--- src/rtl/mips_mc_ctrl_pkg.sv ---
// Shared encodings for the multi-cycle MIPS control unit: opcodes, ALU/extender codes,
// FSM state codes and instruction-class one-hot indices.
package mips_mc_ctrl_pkg;

    // Opcode / funct fields
    localparam logic [5:0] OP_R    = 6'h00;
    localparam logic [5:0] OP_ORI  = 6'h0d;
    localparam logic [5:0] OP_LUI  = 6'h0f;
    localparam logic [5:0] OP_LW   = 6'h23;
    localparam logic [5:0] OP_SW   = 6'h2b;
    localparam logic [5:0] OP_BEQ  = 6'h04;
    localparam logic [5:0] OP_J    = 6'h02;
    localparam logic [5:0] FN_ADDU = 6'h21;
    localparam logic [5:0] FN_SUBU = 6'h23;

    // ALUCtrl one-hot codes
    localparam logic [7:0] ALU_NONE  = 8'h00;
    localparam logic [7:0] ALU_ADD   = 8'h01;
    localparam logic [7:0] ALU_SUB   = 8'h02;
    localparam logic [7:0] ALU_OR    = 8'h04;
    localparam logic [7:0] ALU_PASSB = 8'h08;

    // ExtCtrl codes
    localparam logic [1:0] EXT_ZERO = 2'b00;
    localparam logic [1:0] EXT_SIGN = 2'b01;
    localparam logic [1:0] EXT_LUI  = 2'b10;

    // FSM state codes
    localparam logic [2:0] FETCH  = 3'd0;
    localparam logic [2:0] DECODE = 3'd1;
    localparam logic [2:0] EXEC   = 3'd2;
    localparam logic [2:0] MEM    = 3'd3;
    localparam logic [2:0] WB     = 3'd4;
    localparam logic [2:0] HALT   = 3'd5;

    // Instruction-class one-hot bit positions
    localparam int unsigned C_ADDU = 0;
    localparam int unsigned C_SUBU = 1;
    localparam int unsigned C_ORI  = 2;
    localparam int unsigned C_LUI  = 3;
    localparam int unsigned C_LW   = 4;
    localparam int unsigned C_SW   = 5;
    localparam int unsigned C_BEQ  = 6;
    localparam int unsigned C_J    = 7;
    localparam int unsigned C_NOP  = 8;
    localparam int unsigned C_ILL  = 9;
    localparam int unsigned CLS_W  = 10;

endpackage

--- src/rtl/mips_ctrl_decode.sv ---
// Combinational decoder: latched opcode/funct -> instruction class one-hot and the
// decode-level datapath selects that stay constant for the whole instruction.
module mips_ctrl_decode
    import mips_mc_ctrl_pkg::*;
(
    input  logic [5:0]       op,
    input  logic [5:0]       fn,
    input  logic             is_nop,
    output logic [CLS_W-1:0] cls,
    output logic             reg3src,
    output logic             alusrc,
    output logic [1:0]       extctrl,
    output logic [7:0]       aluctrl,
    output logic             datatoreg,
    output logic             pcimm
);

    // Classify the instruction; anything unrecognised lands in C_ILL
    always_comb begin
        cls = '0;
        unique case (op)
            OP_R: begin
                if (is_nop)              cls[C_NOP]  = 1'b1;
                else if (fn == FN_ADDU)  cls[C_ADDU] = 1'b1;
                else if (fn == FN_SUBU)  cls[C_SUBU] = 1'b1;
                else                     cls[C_ILL]  = 1'b1;
            end
            OP_ORI:  cls[C_ORI] = 1'b1;
            OP_LUI:  cls[C_LUI] = 1'b1;
            OP_LW:   cls[C_LW]  = 1'b1;
            OP_SW:   cls[C_SW]  = 1'b1;
            OP_BEQ:  cls[C_BEQ] = 1'b1;
            OP_J:    cls[C_J]   = 1'b1;
            default: cls[C_ILL] = 1'b1;
        endcase
    end

    // Derive the per-class datapath selects
    always_comb begin
        reg3src   = cls[C_ADDU] | cls[C_SUBU];
        alusrc    = cls[C_ORI] | cls[C_LUI] | cls[C_LW] | cls[C_SW];
        datatoreg = cls[C_LW];
        pcimm     = cls[C_BEQ];

        if (cls[C_LUI])                          extctrl = EXT_LUI;
        else if (cls[C_LW] | cls[C_SW] | cls[C_BEQ]) extctrl = EXT_SIGN;
        else                                     extctrl = EXT_ZERO;

        if (cls[C_ADDU] | cls[C_LW] | cls[C_SW])  aluctrl = ALU_ADD;
        else if (cls[C_SUBU] | cls[C_BEQ])        aluctrl = ALU_SUB;
        else if (cls[C_ORI])                      aluctrl = ALU_OR;
        else if (cls[C_LUI])                      aluctrl = ALU_PASSB;
        else                                      aluctrl = ALU_NONE;
    end

endmodule

--- src/rtl/mips_mc_ctrl.sv ---
// Multi-cycle MIPS control unit: latches the fetched instruction and sequences
// FETCH/DECODE/EXEC/MEM/WB, producing datapath controls plus PC/IR write strobes.
module mips_mc_ctrl
    import mips_mc_ctrl_pkg::*;
#(
    parameter bit HALT_ON_ILLEGAL = 1'b0
) (
    input  logic        clk,
    input  logic        reset,
    input  logic [31:0] instr,
    input  logic        zero,
    output logic        IRWE,
    output logic        PCWE,
    output logic        Br,
    output logic        Jump,
    output logic        PCIMM,
    output logic        Reg3Src,
    output logic        DatatoReg,
    output logic        RegWE,
    output logic        ALUSrc,
    output logic [7:0]  ALUCtrl,
    output logic        DMWE,
    output logic [1:0]  ExtCtrl,
    output logic        retire,
    output logic        halted
);

    logic [2:0]       state_q, state_d;
    logic [5:0]       op_q, fn_q;
    logic             nop_q;
    logic [CLS_W-1:0] cls;
    logic             dec_reg3src, dec_alusrc, dec_datatoreg, dec_pcimm;
    logic [1:0]       dec_extctrl;
    logic [7:0]       dec_aluctrl;
    logic             sel_on, last;

    mips_ctrl_decode u_decode (
        .op        (op_q),
        .fn        (fn_q),
        .is_nop    (nop_q),
        .cls       (cls),
        .reg3src   (dec_reg3src),
        .alusrc    (dec_alusrc),
        .extctrl   (dec_extctrl),
        .aluctrl   (dec_aluctrl),
        .datatoreg (dec_datatoreg),
        .pcimm     (dec_pcimm)
    );

    // State register; reset returns to FETCH immediately
    always_ff @(posedge clk or posedge reset) begin
        if (reset) state_q <= FETCH;
        else       state_q <= state_d;
    end

    // Instruction register, loaded only in FETCH
    always_ff @(posedge clk or posedge reset) begin
        if (reset) begin
            op_q  <= OP_R;
            fn_q  <= 6'h00;
            nop_q <= 1'b1;
        end else if (state_q == FETCH) begin
            op_q  <= instr[31:26];
            fn_q  <= instr[5:0];
            nop_q <= (instr == 32'h0);
        end
    end

    // Next state and all outputs; everything is forced low while reset is high
    always_comb begin
        state_d   = state_q;
        sel_on    = 1'b0;
        last      = 1'b0;
        IRWE      = 1'b0;
        Br        = 1'b0;
        Jump      = 1'b0;
        RegWE     = 1'b0;
        DMWE      = 1'b0;
        halted    = 1'b0;

        case (state_q)
            FETCH: begin
                IRWE    = 1'b1;
                state_d = DECODE;
            end
            DECODE: begin
                sel_on = 1'b1;
                if (cls[C_ILL] && HALT_ON_ILLEGAL) begin
                    sel_on  = 1'b0;
                    state_d = HALT;
                end else if (cls[C_J] | cls[C_NOP] | cls[C_ILL]) begin
                    Jump    = cls[C_J];
                    last    = 1'b1;
                    state_d = FETCH;
                end else begin
                    state_d = EXEC;
                end
            end
            EXEC: begin
                sel_on = 1'b1;
                if (cls[C_BEQ]) begin
                    Br      = zero;
                    last    = 1'b1;
                    state_d = FETCH;
                end else if (cls[C_LW] | cls[C_SW]) begin
                    state_d = MEM;
                end else begin
                    state_d = WB;
                end
            end
            MEM: begin
                sel_on = 1'b1;
                if (cls[C_SW]) begin
                    DMWE    = 1'b1;
                    last    = 1'b1;
                    state_d = FETCH;
                end else begin
                    state_d = WB;
                end
            end
            WB: begin
                sel_on  = 1'b1;
                RegWE   = 1'b1;
                last    = 1'b1;
                state_d = FETCH;
            end
            HALT: begin
                halted = 1'b1;
            end
            default: state_d = FETCH;
        endcase

        PCWE      = last;
        retire    = last;
        Reg3Src   = sel_on & dec_reg3src;
        ALUSrc    = sel_on & dec_alusrc;
        DatatoReg = sel_on & dec_datatoreg;
        PCIMM     = sel_on & dec_pcimm;
        ExtCtrl   = sel_on ? dec_extctrl : EXT_ZERO;
        ALUCtrl   = sel_on ? dec_aluctrl : ALU_NONE;

        // Reset asynchronously kills any in-flight strobe, including FETCH's IRWE
        if (reset) begin
            IRWE = 1'b0; PCWE = 1'b0; Br = 1'b0; Jump = 1'b0; PCIMM = 1'b0;
            Reg3Src = 1'b0; DatatoReg = 1'b0; RegWE = 1'b0; ALUSrc = 1'b0;
            ALUCtrl = ALU_NONE; DMWE = 1'b0; ExtCtrl = EXT_ZERO;
            retire = 1'b0; halted = 1'b0;
        end
    end

endmodule

--- config.mk ---
export PLATFORM = sky130hd
export DESIGN_NAME = mips_mc_ctrl
export DESIGN_NICKNAME = d
export VERILOG_FILES = /design/src/rtl/mips_mc_ctrl_pkg.sv /design/src/rtl/mips_ctrl_decode.sv /design/src/rtl/mips_mc_ctrl.sv
export SDC_FILE = /design/constraint.sdc
export NUM_CORES = 1
export LEC_CHECK = 0
export CAP_MARGIN = 20
export CORE_MARGIN = 5
export CORE_UTILIZATION = 42
export CTS_BUF_LIST = sky130_fd_sc_hd__clkbuf_16
export DETAILED_ROUTE_END_ITERATION = 7
export HOLD_SLACK_MARGIN = 0.08
export PLACE_DENSITY = 0.87
export SYNTH_ARGS = -nofsm -noshare
export SYNTH_HDL_FRONTEND = slang
export SYNTH_SLANG_ARGS = --single-unit
--- constraint.sdc ---
create_clock -name clk -period 3.4 [get_ports clk]
set_clock_uncertainty 0.15 [all_clocks]
set_input_delay 0.34 -clock clk [delete_from_list [all_inputs] [get_ports clk]]
set_output_delay 0.34 -clock clk [all_outputs]
set_load 0.005 [all_outputs]
==> run metrics, run 1 <==
Max Clock Freq around 330 MHz; Netlist cell types 36; Longest Clk Path Bufs 2; largest net degree at the start of global routing 18; CTS Hold Bufs 0; port bufs 52; first-pass GRT wire length between 5000 and 6000 um; crit path time final 3.005 ns; Die Span Y between 60 and 70 um; Reg clk slew, reported paths roughly 0.050 ns; Setup Buffers After CTS 0; Layout Cell Area excl Fill between 1500 and 2000 um^2; post_cts resized 0; initial antenna violation count 0; Max VDD drop 0.4049 mV; setup TNS 0 ns; TritonCTS Sinks 16; Total Wirelength about 3000 um; Layout area overhead 53.58%; startpoint type of the worst setup path flip-flop; GRT overflow 0; DRT Pass-1 Iters 4; EDFF count, synth 0; min-delay worst type flip-flop to flip-flop; post-synth top area share 34.64%; Root Buffer clkbuf_16; critical path class flip-flop to output port; Mean Syn Cell Area 7.740 um^2; pre-CTS setup slack between 0.6 and 0.7 ns; number of max-cap violations 0; Ys Warns 0; status complete, no violations; placed inst area around 1600 um^2; vias in the first global route 1171; DR iter-0 viols 60; post-DR vias/cell roughly 5.5; Final HPWL DP about 2500 um; sequential area share after synthesis a little under two fifths; Req. time, crit path between 2 and 3 ns; GRT Total Usage a little under a fifth; Final GP Congestion 0.7725; post-synthesis async set-or-reset flop share between 90% and 100%; crit-path max FO 15; post-route ant nets 0; Syn Inst Count 140; die area roughly 3700 um^2; Relative slew margins around 66%; clock tree from TritonCTS yes; core outline area around 2500 um^2; DR DRC count 0; Slew @ Worst Pin 0.5031 ns; Ant. Diodes 0; overall power roughly 1.1 mW; fin nets about 220; Max Transition Viols Final 0; top cells by area, synth dfrtp_1 35%, nand2_1 14%, nor4_1 5.2%; cell with the most instances after synthesis nand2_1; fraction of layout instances using a drive strength above 1 approximately 6%; final setup fails 0; worst endpoint data arrival time between 2 and 3 ns; vias between 1000 and 1500; number of buffers created by CTS 3; floorplan row count 18; setup ws final between 0.3 and 0.4 ns; Final Hold Vio Count 0; RSZ-0062 raised after global routing false; WHS ~0.33 ns; Yosys reg bits 16; WL per Instance approximately 14 um; final period utilization between 80% and 90%; Starting Density about 44%; Synth Flop Type dfrtp_1; worst skew pair latency approximately 0.24 ns; mapped cell area ~1100 um^2; IO Pins 57; Post-synth top cells 41 x nand2_1, 15 x dfrtp_1, 9 x nor3_1, 9 x nor4_1; Die W just over 60 um; CTS HTree Levels 1; Leakage ~0.67 nW; leading area contributor after synthesis dfrtp_1; power density over cell area 681.2 nW/um^2; Crit. End Element output port
worst max-delay path, stage by stage, from the launching register on:
cell and delay (ns):
dfrtp_1 0.50, or3_1 0.49, nand3_1 0.42, a211oi_2 0.30
clkdlybuf4s50_1 0.55
metal layers:
layer,global-route usage [%],routed length (um),vias to the layer above
met5,0,0,-
met4,6.502,53,0
met3,2.766,237,5
met2,32.67,1491,62
met1,21.55,1262,565
li1,-,-,576
logic make-up after synthesis:
group	after synthesis	synth area share [%]
other	1	0.3461
buffers and inverters	15	8.313
AO/OA/AOI/OAI	19	12.13
AND/OR/NAND/NOR	89	42.15
flip-flops	16	37.07
path summary, 6_finish.rpt:
path / startpoint / endpoint / slack, ns / cells after the start
max in group asynchronous: reset / nop_q$_DFFE_PP1N_ / 2.44 / 3
worst max-delay path: state_q[0]$_DFFE_PP0P_ / ALUCtrl[1] / 0.40 / 4
worst max register to register: op_q[3]$_DFFE_PP0N_ / state_q[1]$_DFFE_PP0P_ / 1.69 / 4
min in group asynchronous: reset / state_q[1]$_DFFE_PP0P_ / 0.41 / 3
worst min-delay path: fn_q[2]$_DFFE_PP0N_ / fn_q[2]$_DFFE_PP0N_ / 0.33 / 2
worst min register to register: fn_q[2]$_DFFE_PP0N_ / fn_q[2]$_DFFE_PP0N_ / 0.33 / 2
registers in the layout, indices dropped and copies added (netlist names):
| register | cells |
|---|---|
| fn_q | 6 |
| op_q | 6 |
| state_q | 3 |
| nop_q | 1 |
stage by stage:
| step | utilization, % | cells |
|---|---|---|
| final | 67.17 | 218 |
| after global placement | 63.99 | 214 |
| after floorplan | - | 143 |
| after CTS | 67.17 | 218 |
| after detailed placement | 63.99 | 214 |
| after global routing | 67.17 | 218 |
where the power goes:
group | internal (mW) | switching, mW
Clock | 0.156 | 0.0692
Sequential | 0.279 | 0.127
Combinational | 0.233 | 0.269
cells in the final DEF, fill, tap and decap left out, drive strengths merged:
cell type / count
dfstp: 1
a211oi: 1
inv: 3
a22oi: 1
nand3: 3
nor2b: 6
and4: 1
buf: 2
nor3b: 1
nor4b: 1
o211ai: 1
or3: 1
and4b: 1
clkdlybuf4s50: 52
dfrtp: 15
nor4: 10
nand2: 42
nand4: 3
nand3b: 1
o31ai: 1
o21a: 1
clkbuf: 3
a21oi: 5
o2bb2ai: 1
nor2: 4
and3: 1
o21ai: 5
nor3: 9
o22a: 1
nand2b: 5
a211o: 1
a31oi: 1
conb: 4
cell type report:
| class | count | area [um^2] |
|---|---|---|
| clock buffers | 3 | 75.07 |
| clock inverters | 1 | 3.754 |
| fillers | 207 | 813.3 |
| inverters | 2 | 7.507 |
| multi-input cells | 112 | 603.1 |
| flip-flops and latches | 16 | 401.6 |
| well taps | 30 | 37.54 |
| repair buffers | 54 | 535.5 |
No activity file was read; power rests on OpenSTA's default activity.
==> inputs of run 2 (changes only) <==
--- a/config.mk
+++ b/config.mk
@@ -9,6 +9,7 @@
 export CORE_MARGIN = 5
 export CORE_UTILIZATION = 42
 export CTS_BUF_LIST = sky130_fd_sc_hd__clkbuf_16
+export CTS_CLUSTER_SIZE = 28
 export DETAILED_ROUTE_END_ITERATION = 7
 export HOLD_SLACK_MARGIN = 0.08
 export PLACE_DENSITY = 0.87
==> results of run 2 <==
Same layout as run 1: the final DEF is identical, and so are final timing and power.
